File: src/rtl/fact_bus_master.sv
// Bus initiator that drives the memory-mapped factorial peripheral through one job
// and mirrors a successful result onto the GPIO output register.
module fact_bus_master #(
  parameter logic [31:0] FACT_BASE = 32'h0000_0800,
  parameter logic [31:0] GPIO_BASE = 32'h0000_0900,
  parameter int unsigned TIMEOUT   = 1023
) (
  input  logic        clock,
  input  logic        reset,
  input  logic        start,
  input  logic [3:0]  n,
  output logic        busy,
  output logic        done,
  output logic        error,
  output logic [31:0] result,
  output logic        bus_we,
  output logic [31:0] bus_addr,
  output logic [31:0] bus_wd,
  input  logic [31:0] bus_rd
);

  localparam int unsigned CNT_W    = 16;
  localparam logic [CNT_W-1:0] CNT_LAST = CNT_W'(TIMEOUT - 1);

  localparam logic [31:0] ADDR_N      = FACT_BASE + 32'h0;
  localparam logic [31:0] ADDR_GO     = FACT_BASE + 32'h4;
  localparam logic [31:0] ADDR_STATUS = FACT_BASE + 32'h8;
  localparam logic [31:0] ADDR_RESULT = FACT_BASE + 32'hC;
  localparam logic [31:0] ADDR_GPIO   = GPIO_BASE + 32'hC;

  typedef enum logic [2:0] {
    S_IDLE,
    S_WR_N,
    S_WR_GO,
    S_POLL,
    S_RD_RES,
    S_WR_GPIO,
    S_FINISH
  } state_e;

  state_e           state_q, state_d;
  logic [3:0]       n_q, n_d;
  logic [CNT_W-1:0] cnt_q, cnt_d;
  logic             error_q, error_d;
  logic [31:0]      result_q, result_d;
  logic             busy_q, busy_d;
  logic             done_q, done_d;
  logic             bus_we_q, bus_we_d;
  logic [31:0]      bus_addr_q, bus_addr_d;
  logic [31:0]      bus_wd_q, bus_wd_d;

  // Next-state and job bookkeeping; bus outputs are precomputed from the next
  // state so the registered bus always reflects the state being occupied.
  always_comb begin
    state_d    = state_q;
    n_d        = n_q;
    cnt_d      = cnt_q;
    error_d    = error_q;
    result_d   = result_q;
    bus_we_d   = 1'b0;
    bus_addr_d = 32'h0;
    bus_wd_d   = 32'h0;

    case (state_q)
      S_IDLE: begin
        if (start) begin
          n_d      = n;
          error_d  = 1'b0;
          result_d = 32'h0;
          state_d  = S_WR_N;
        end
      end
      S_WR_N:  state_d = S_WR_GO;
      S_WR_GO: begin
        cnt_d   = '0;
        state_d = S_POLL;
      end
      S_POLL: begin
        if (bus_rd[1]) begin
          error_d = 1'b1;
          state_d = S_FINISH;
        end else if (bus_rd[0]) begin
          state_d = S_RD_RES;
        end else if (cnt_q == CNT_LAST) begin
          error_d = 1'b1;
          state_d = S_FINISH;
        end else begin
          cnt_d = cnt_q + CNT_W'(1);
        end
      end
      S_RD_RES: begin
        result_d = bus_rd;
        state_d  = S_WR_GPIO;
      end
      S_WR_GPIO: state_d = S_FINISH;
      S_FINISH:  state_d = S_IDLE;
      default:   state_d = S_IDLE;
    endcase

    case (state_d)
      S_WR_N: begin
        bus_we_d   = 1'b1;
        bus_addr_d = ADDR_N;
        bus_wd_d   = {28'h0, n_d};
      end
      S_WR_GO: begin
        bus_we_d   = 1'b1;
        bus_addr_d = ADDR_GO;
        bus_wd_d   = 32'h1;
      end
      S_POLL:   bus_addr_d = ADDR_STATUS;
      S_RD_RES: bus_addr_d = ADDR_RESULT;
      S_WR_GPIO: begin
        bus_we_d   = 1'b1;
        bus_addr_d = ADDR_GPIO;
        bus_wd_d   = result_d;
      end
      default: ;
    endcase

    busy_d = (state_d != S_IDLE);
    done_d = (state_d == S_FINISH);
  end

  always_ff @(posedge clock) begin
    if (reset) begin
      state_q    <= S_IDLE;
      n_q        <= 4'h0;
      cnt_q      <= '0;
      error_q    <= 1'b0;
      result_q   <= 32'h0;
      busy_q     <= 1'b0;
      done_q     <= 1'b0;
      bus_we_q   <= 1'b0;
      bus_addr_q <= 32'h0;
      bus_wd_q   <= 32'h0;
    end else begin
      state_q    <= state_d;
      n_q        <= n_d;
      cnt_q      <= cnt_d;
      error_q    <= error_d;
      result_q   <= result_d;
      busy_q     <= busy_d;
      done_q     <= done_d;
      bus_we_q   <= bus_we_d;
      bus_addr_q <= bus_addr_d;
      bus_wd_q   <= bus_wd_d;
    end
  end

  assign busy     = busy_q;
  assign done     = done_q;
  assign error    = error_q;
  assign result   = result_q;
  assign bus_we   = bus_we_q;
  assign bus_addr = bus_addr_q;
  assign bus_wd   = bus_wd_q;

endmodule
File: config.mk
export PLATFORM = sky130hd
export DESIGN_NAME = fact_bus_master
export DESIGN_NICKNAME = d
export VERILOG_FILES = /design/src/rtl/fact_bus_master.sv
export SDC_FILE = /design/constraint.sdc
export NUM_CORES = 1
export LEC_CHECK = 0
export ABC_AREA = 0
export BUFFER_PORTS_ARGS = -buffer_cell sky130_fd_sc_hd__buf_2
export CAP_MARGIN = 10
export CORE_MARGIN = 2
export CORE_UTILIZATION = 48
export CTS_CLUSTER_DIAMETER = 80
export DETAILED_ROUTE_END_ITERATION = 16
export PLACE_DENSITY = 0.81
export SETUP_SLACK_MARGIN = 0.15
export SLEW_MARGIN = 20
export SYNTH_ARGS = -nofsm -noshare
export SYNTH_HDL_FRONTEND = slang
export SYNTH_SLANG_ARGS = --single-unit
File: constraint.sdc
create_clock -name clock -period 2.4 [get_ports clock]
set_clock_uncertainty 0.2 [all_clocks]
set_input_delay 0.36 -clock clock [delete_from_list [all_inputs] [get_ports clock]]
set_output_delay 0.36 -clock clock [all_outputs]
set_load 0.01 [all_outputs]
==> out/metrics.cfg, run 1 <==
[run_status]
status = completed

[detailed_routing]
num_vias = 2952
totalWireLength_mm = 8.05
wire_per_inst_um = 13.7
drt_iter0_markers = 264
drc = 0
ant_nets = 0
first_pass_iters = 5
viasPerCell = 5.01

[final_layout]
num_antenna_cells = 0
nets = 527
final_cell_mix = 110 x buf_2, 91 x dfxtp_1, 53 x nor2_1
multi_input_area_um2 = 1450
final_core_util_pct = 60.1
area_growth_pct = 22.9
drive_gt1_share_pct = 29.2
final_common_cell = buf_2
register_area_um2 = 1820
nFillCells = 602

[clock_tree]
post_cts_resized = 0
cts_max_level = 3
clock_latency_ps = 350
clock_sinks = 91
clk_transition_reported_paths_ps = 90
clk_path_buf_depth = 2
holdBufCountCts = 0
cts_tree = done
cts_root_buf = clkbuf_8
numCtsBuffers = 9
cts_setup_buffers = 0

[pwr]
power_frac_clock_pct = 36.2
swShare_pct = 26.8
seqPwrFrac_pct = 48.1
p_sw_uw = 909
cellLeakagePower_nw = 1.98
finalPower_mw = 3.39
p_int_mw = 2.48
ir_drop_mv = 0.448
powerDensity_nw_per_um2 = 792
comb_power_share_pct = 15.7

[worst_setup_path]
cp_max_fo = 7
ff2ff_path_depth = 7
cp-startpoint = cnt_q[0]
r2r_slack_ps = 290
crit_type = flip-flop to flip-flop
endpoint_kind = flip-flop
arrival_ps = 2190
startpoint_type = flip-flop
r2r-start = cnt_q[0]
reg2reg_to = cnt_q[0]
critPathRequiredTime_ps = 2480

[synthesis]
ys_ff_latch = 91
yosys.cell_types.count = 42
ys_seq_area_share_pct = 52.2
synth_ff_type = dfxtp_1
syn_inst = 380
ys_async_sr_fraction_pct = 0
synth-edff-count = 0
netlist_area_um2 = 3490
synth_warnings = 0
syn_area_per_cell_um2 = 9.18

[hold_path]
hold_depth = 2
hold_start = bus_rd[26]
hold_end = bus_wd[26]
hold_class = primary input to flip-flop

[global_routing]
grt_max_degree = 31
grt_pass1_wl_mm = 12.5
overflow = 0
gr-usage-met3_pct = 5.63
use_met1_pct = 25.0
grt_busiest_layer = met2
grt_use_met2_pct = 33.1
first_global_vias = 2751
grtUsageTotal_pct = 20.1
antenna_found_initial = 0

[placed_design]
io_buffers = 110
place_congestion = 0.867
place_hpwl_mm = 5.70

[floorplanning]
coreArea_um2 = 7140
fp-row-count = 31
start_util_pct = 48.9
die_h_um = 89.2
chipWidth_um = 89.2
dieArea_um2 = 7960
ioPinCount = 139

[timing]
hold_violations = 0
drv_slew = 0
period_needed_ps = 2110
grt_setup_unrepaired = no
finalSetupViolCount = 0
fmax_ghz = 0.474
worst_pin_slew_ps = 609
finalCritPeriodShare_pct = 88.0
max_slew_margin_pct = 59.4
setup_tns_ps = 0

[run]
maxCapViolations = 0

-- worst max path at each step --
| stage | slack (ps) | cells past startpoint | end |
|---|---|---|---|
| 2_1_floorplan | 400 | 7 | cnt_q[13] |
| 3_3_place_gp | 300 | 6 | cnt_q[11] |
| 3_5_place_dp | 220 | 7 | cnt_q[0] |
| 4_1_cts | 190 | 7 | cnt_q[0] |
| 5_1_grt | 150 | 7 | bus_addr[11] |
| 6_report | 290 | 7 | cnt_q[0] |
-- power groups by stage --
stage                     combinational, mW  clock (mW)  sequential, mW
after global routing                  0.588        1.30            1.64
after global placement                0.519           0            1.66
after CTS                             0.533        1.25            1.63
final                                 0.533        1.23            1.63
after detailed placement              0.531           0            1.67
after floorplan                       0.324           0            1.70
-- flip-flops by register name, summed over array words and instances, names as in the netlist --
name and cells:
bus_addr 4, bus_wd 32, state_q 3, done 1, cnt_q 16, busy 1
error 1, result 32, bus_we 1
-- worst max-delay path: stages (launching register included) --
cell and delay [ps]:
dfxtp_1 470, inv_1 70, ha_1 200, nor4b_2 170, nand4_1 200, nand2_1 190, or3_1 390, a31oi_1 160
-- cells by family (layout without fill, tap and decap cells) --
| group | Yosys count | count (layout) | share of synthesized area (%) |
|---|---|---|---|
| simple gates | 149 | 149 | 21.6 |
| compound gates | 69 | 69 | 13.1 |
| buf+inv | 57 | 140 | 9.44 |
| other cells | 1 | 28 | 0.108 |
| xor+xnor | 11 | 11 | 2.76 |
| flops | 91 | 91 | 52.2 |
| fa+ha+maj | 2 | 2 | 0.718 |
-- Yosys cell counts (7+ instances only) --
cell	number	area, µm²
nand3_1	7	35.0
nor2_1	53	199
a22oi_1	29	218
and2_1	32	200
o21ai_0	8	40.0
nor3_1	7	35.0
dfxtp_1	91	1820
nand2_1	21	78.8
clkbuf_1	17	63.8
buf_4	28	210
xor2_1	10	87.6
nand4_1	7	43.8
a21oi_1	16	80.1
-- area by class of cell --
type                            count  share of cell area, %
Sequential cell                    91                   42.5
Multi-Input combinational cell    259                   33.8
Timing Repair Buffer              120                   14.9
Clock buffer                        9                   2.89
Tap cell                           99                   2.89
Clock inverter                      6                   2.63
Inverter                            5                  0.438
-- per-layer routing --
metal,vias up,wire (µm)
li1,1447,-
met1,1389,3360
met2,112,4050
met3,4,598
met4,0,43
met5,-,0
-- per-stage QoR --
stage | hold slack [ps] | area, µm² | std cells | setup slack, ps
2_1_floorplan | 259 | 3590 | 407 | 401
3_3_place_gp | 245 | 4040 | 574 | 303
3_5_place_dp | 256 | 4040 | 574 | 223
4_1_cts | 4.25 | 4280 | 589 | 187
5_1_grt | 13.2 | 4290 | 589 | 150
6_report | 18.1 | 4290 | 589 | 289
(Power assumes the default switching activity.)
==> run 2: changes to the inputs <==
CORE_UTILIZATION = 35   (was 48)
PLACE_DENSITY = 0.63   (was 0.81)
==> run 2 against run 1 <==
  * Power down 9.1%
  * Wire length is 2.1% higher
  * Die area rose by 35%
  * Design area grew 1.3%
  * Via count is 0.27% lower
  * Combinational power increased by 2%
  * Core utilization shrank 15 points
  * Critical path depth unchanged
==> out/metrics.cfg, run 2 (synthesized netlist as in run 1, its figures left out) <==
[worst_setup_path]
cp_top_family = simple AND/OR/NAND/NOR gates
endpoint_kind = flip-flop
crit_type = flip-flop to flip-flop
cp_max_fo = 7
critPathMaxStageDelay_ps = 440
crit_chain = inv_1 > ha_1 > nor4b_2 > nand4_1 > nand2_1 > or3_1 > a31oi_1
critPathRequiredTime_ps = 2490
startpoint_type = flip-flop
crit_path_top_delay_cell = dfxtp_1
cp_num_buf_inv = 1
arrival_ps = 2150

[clock_tree]
cts_root_buf = clkbuf_8
clock_sinks = 91
clk_path_buf_depth = 2
numCtsBuffers = 9
cts_setup_buffers = 0
cts_max_level = 3
clock_latency_ps = 360
clk_transition_reported_paths_ps = 90
cts_tree = done

[pwr]
swShare_pct = 29.6
powerDensity_nw_per_um2 = 711
p_sw_uw = 912
finalPower_mw = 3.08
seqPwrFrac_pct = 52.9
ir_drop_mv = 0.385
cellLeakagePower_nw = 1.98
power_frac_clock_pct = 29.4
p_int_mw = 2.17
comb_power_share_pct = 17.7

[final_layout]
num_antenna_cells = 0
area_growth_pct = 24.5
nets = 535
drive_gt1_share_pct = 28.9
final_area_um2 = 4340
final_cell_mix = 110 x buf_2, 91 x dfxtp_1, 53 x nor2_1
final_common_cell = buf_2

[timing]
fmax_ghz = 0.486
finalCritPeriodShare_pct = 85.8
setup_tns_ps = 0
setup_ws_ps = 340
max_slew_margin_pct = 51.7
hold_violations = 0
drv_slew = 0
worst_pin_slew_ps = 724
grt_setup_unrepaired = no
period_needed_ps = 2060
finalSetupViolCount = 0

[detailed_routing]
drt_iter0_markers = 142
ant_nets = 0
wire_per_inst_um = 13.0
num_vias = 2944
viasPerCell = 4.66
drc = 0
totalWireLength_mm = 8.22
first_pass_iters = 5

[floorplanning]
dieArea_um2 = 10800
die_h_um = 104
fp-row-count = 36
ioPinCount = 139
coreArea_um2 = 9730
chipWidth_um = 104
start_util_pct = 35.8

[placed_design]
place_hpwl_mm = 5.83
io_buffers = 110
pre_cts_ws_ps = 291
place_area_um2 = 4090
place_congestion = 0.851

[global_routing]
antenna_found_initial = 0
grt_pass1_wl_mm = 13.7
first_global_vias = 2909
grt_max_degree = 30
grtUsageTotal_pct = 15.7
overflow = 0

[run_status]
status = completed

[run]
maxCapViolations = 0

[hold_path]
hold_class = primary input to flip-flop

## run 2: routing by layer
metal	global-route usage [%]	part of all wire, %	vias to the layer above
met5	0	0	-
met4	7.82	2.0	0
met3	5.48	7.4	11
met2	25.9	48	98
met1	17.9	43	1373
li1	-	-	1462
## run 2: area by class of cell
cell class	instances	area (µm²)
fillers	1003	5390
flip-flops and latches	91	1820
multi-input cells	259	1450
repair buffers	128	718
well taps	133	166
clock buffers	9	124
clock inverters	7	43.8
inverters	5	18.8
## run 2: metrics by stage
stage          instances  hold slack, ps  utilization, %
2_1_floorplan        407             259               -
3_3_place_gp         608             242            42.0
3_5_place_dp         608             246            42.0
4_1_cts              632          0.0815            44.5
5_1_grt              632           0.885            44.6
6_report             632            11.8            44.6
## run 2: timing repair
item                                    CTS  global route
resized for setup                         0             1
hold endpoints to repair                  8             0
endpoints found under the setup margin    0             7
hold buffers                              8             0
## run 2: path summary, 6_finish.rpt
check	startpoint	end	slack, ps	depth (start not counted)
worst max-delay path	cnt_q[0]	cnt_q[0]	340	7
worst min-delay path	bus_rd[10]	bus_wd[10]	10	2
worst max register to register	cnt_q[0]	cnt_q[0]	340	7
worst min register to register	result[1]	result[1]	260	2
## run 2: worst register-to-register path, cell delays in order, from the launching register on
cell and delay [ps]:
dfxtp_1 440, inv_1 70, ha_1 200, nor4b_2 170, nand4_1 180, nand2_1 180, or3_1 380, a31oi_1 170
## run 2: power by group through the flow
stage	logic, mW	registers [mW]	clock network [mW]
3_5_place_dp	0.540	1.67	0
2_1_floorplan	0.324	1.70	0
4_1_cts	0.551	1.63	0.932
3_3_place_gp	0.537	1.67	0
5_1_grt	0.613	1.64	1.00
6_report	0.545	1.63	0.907
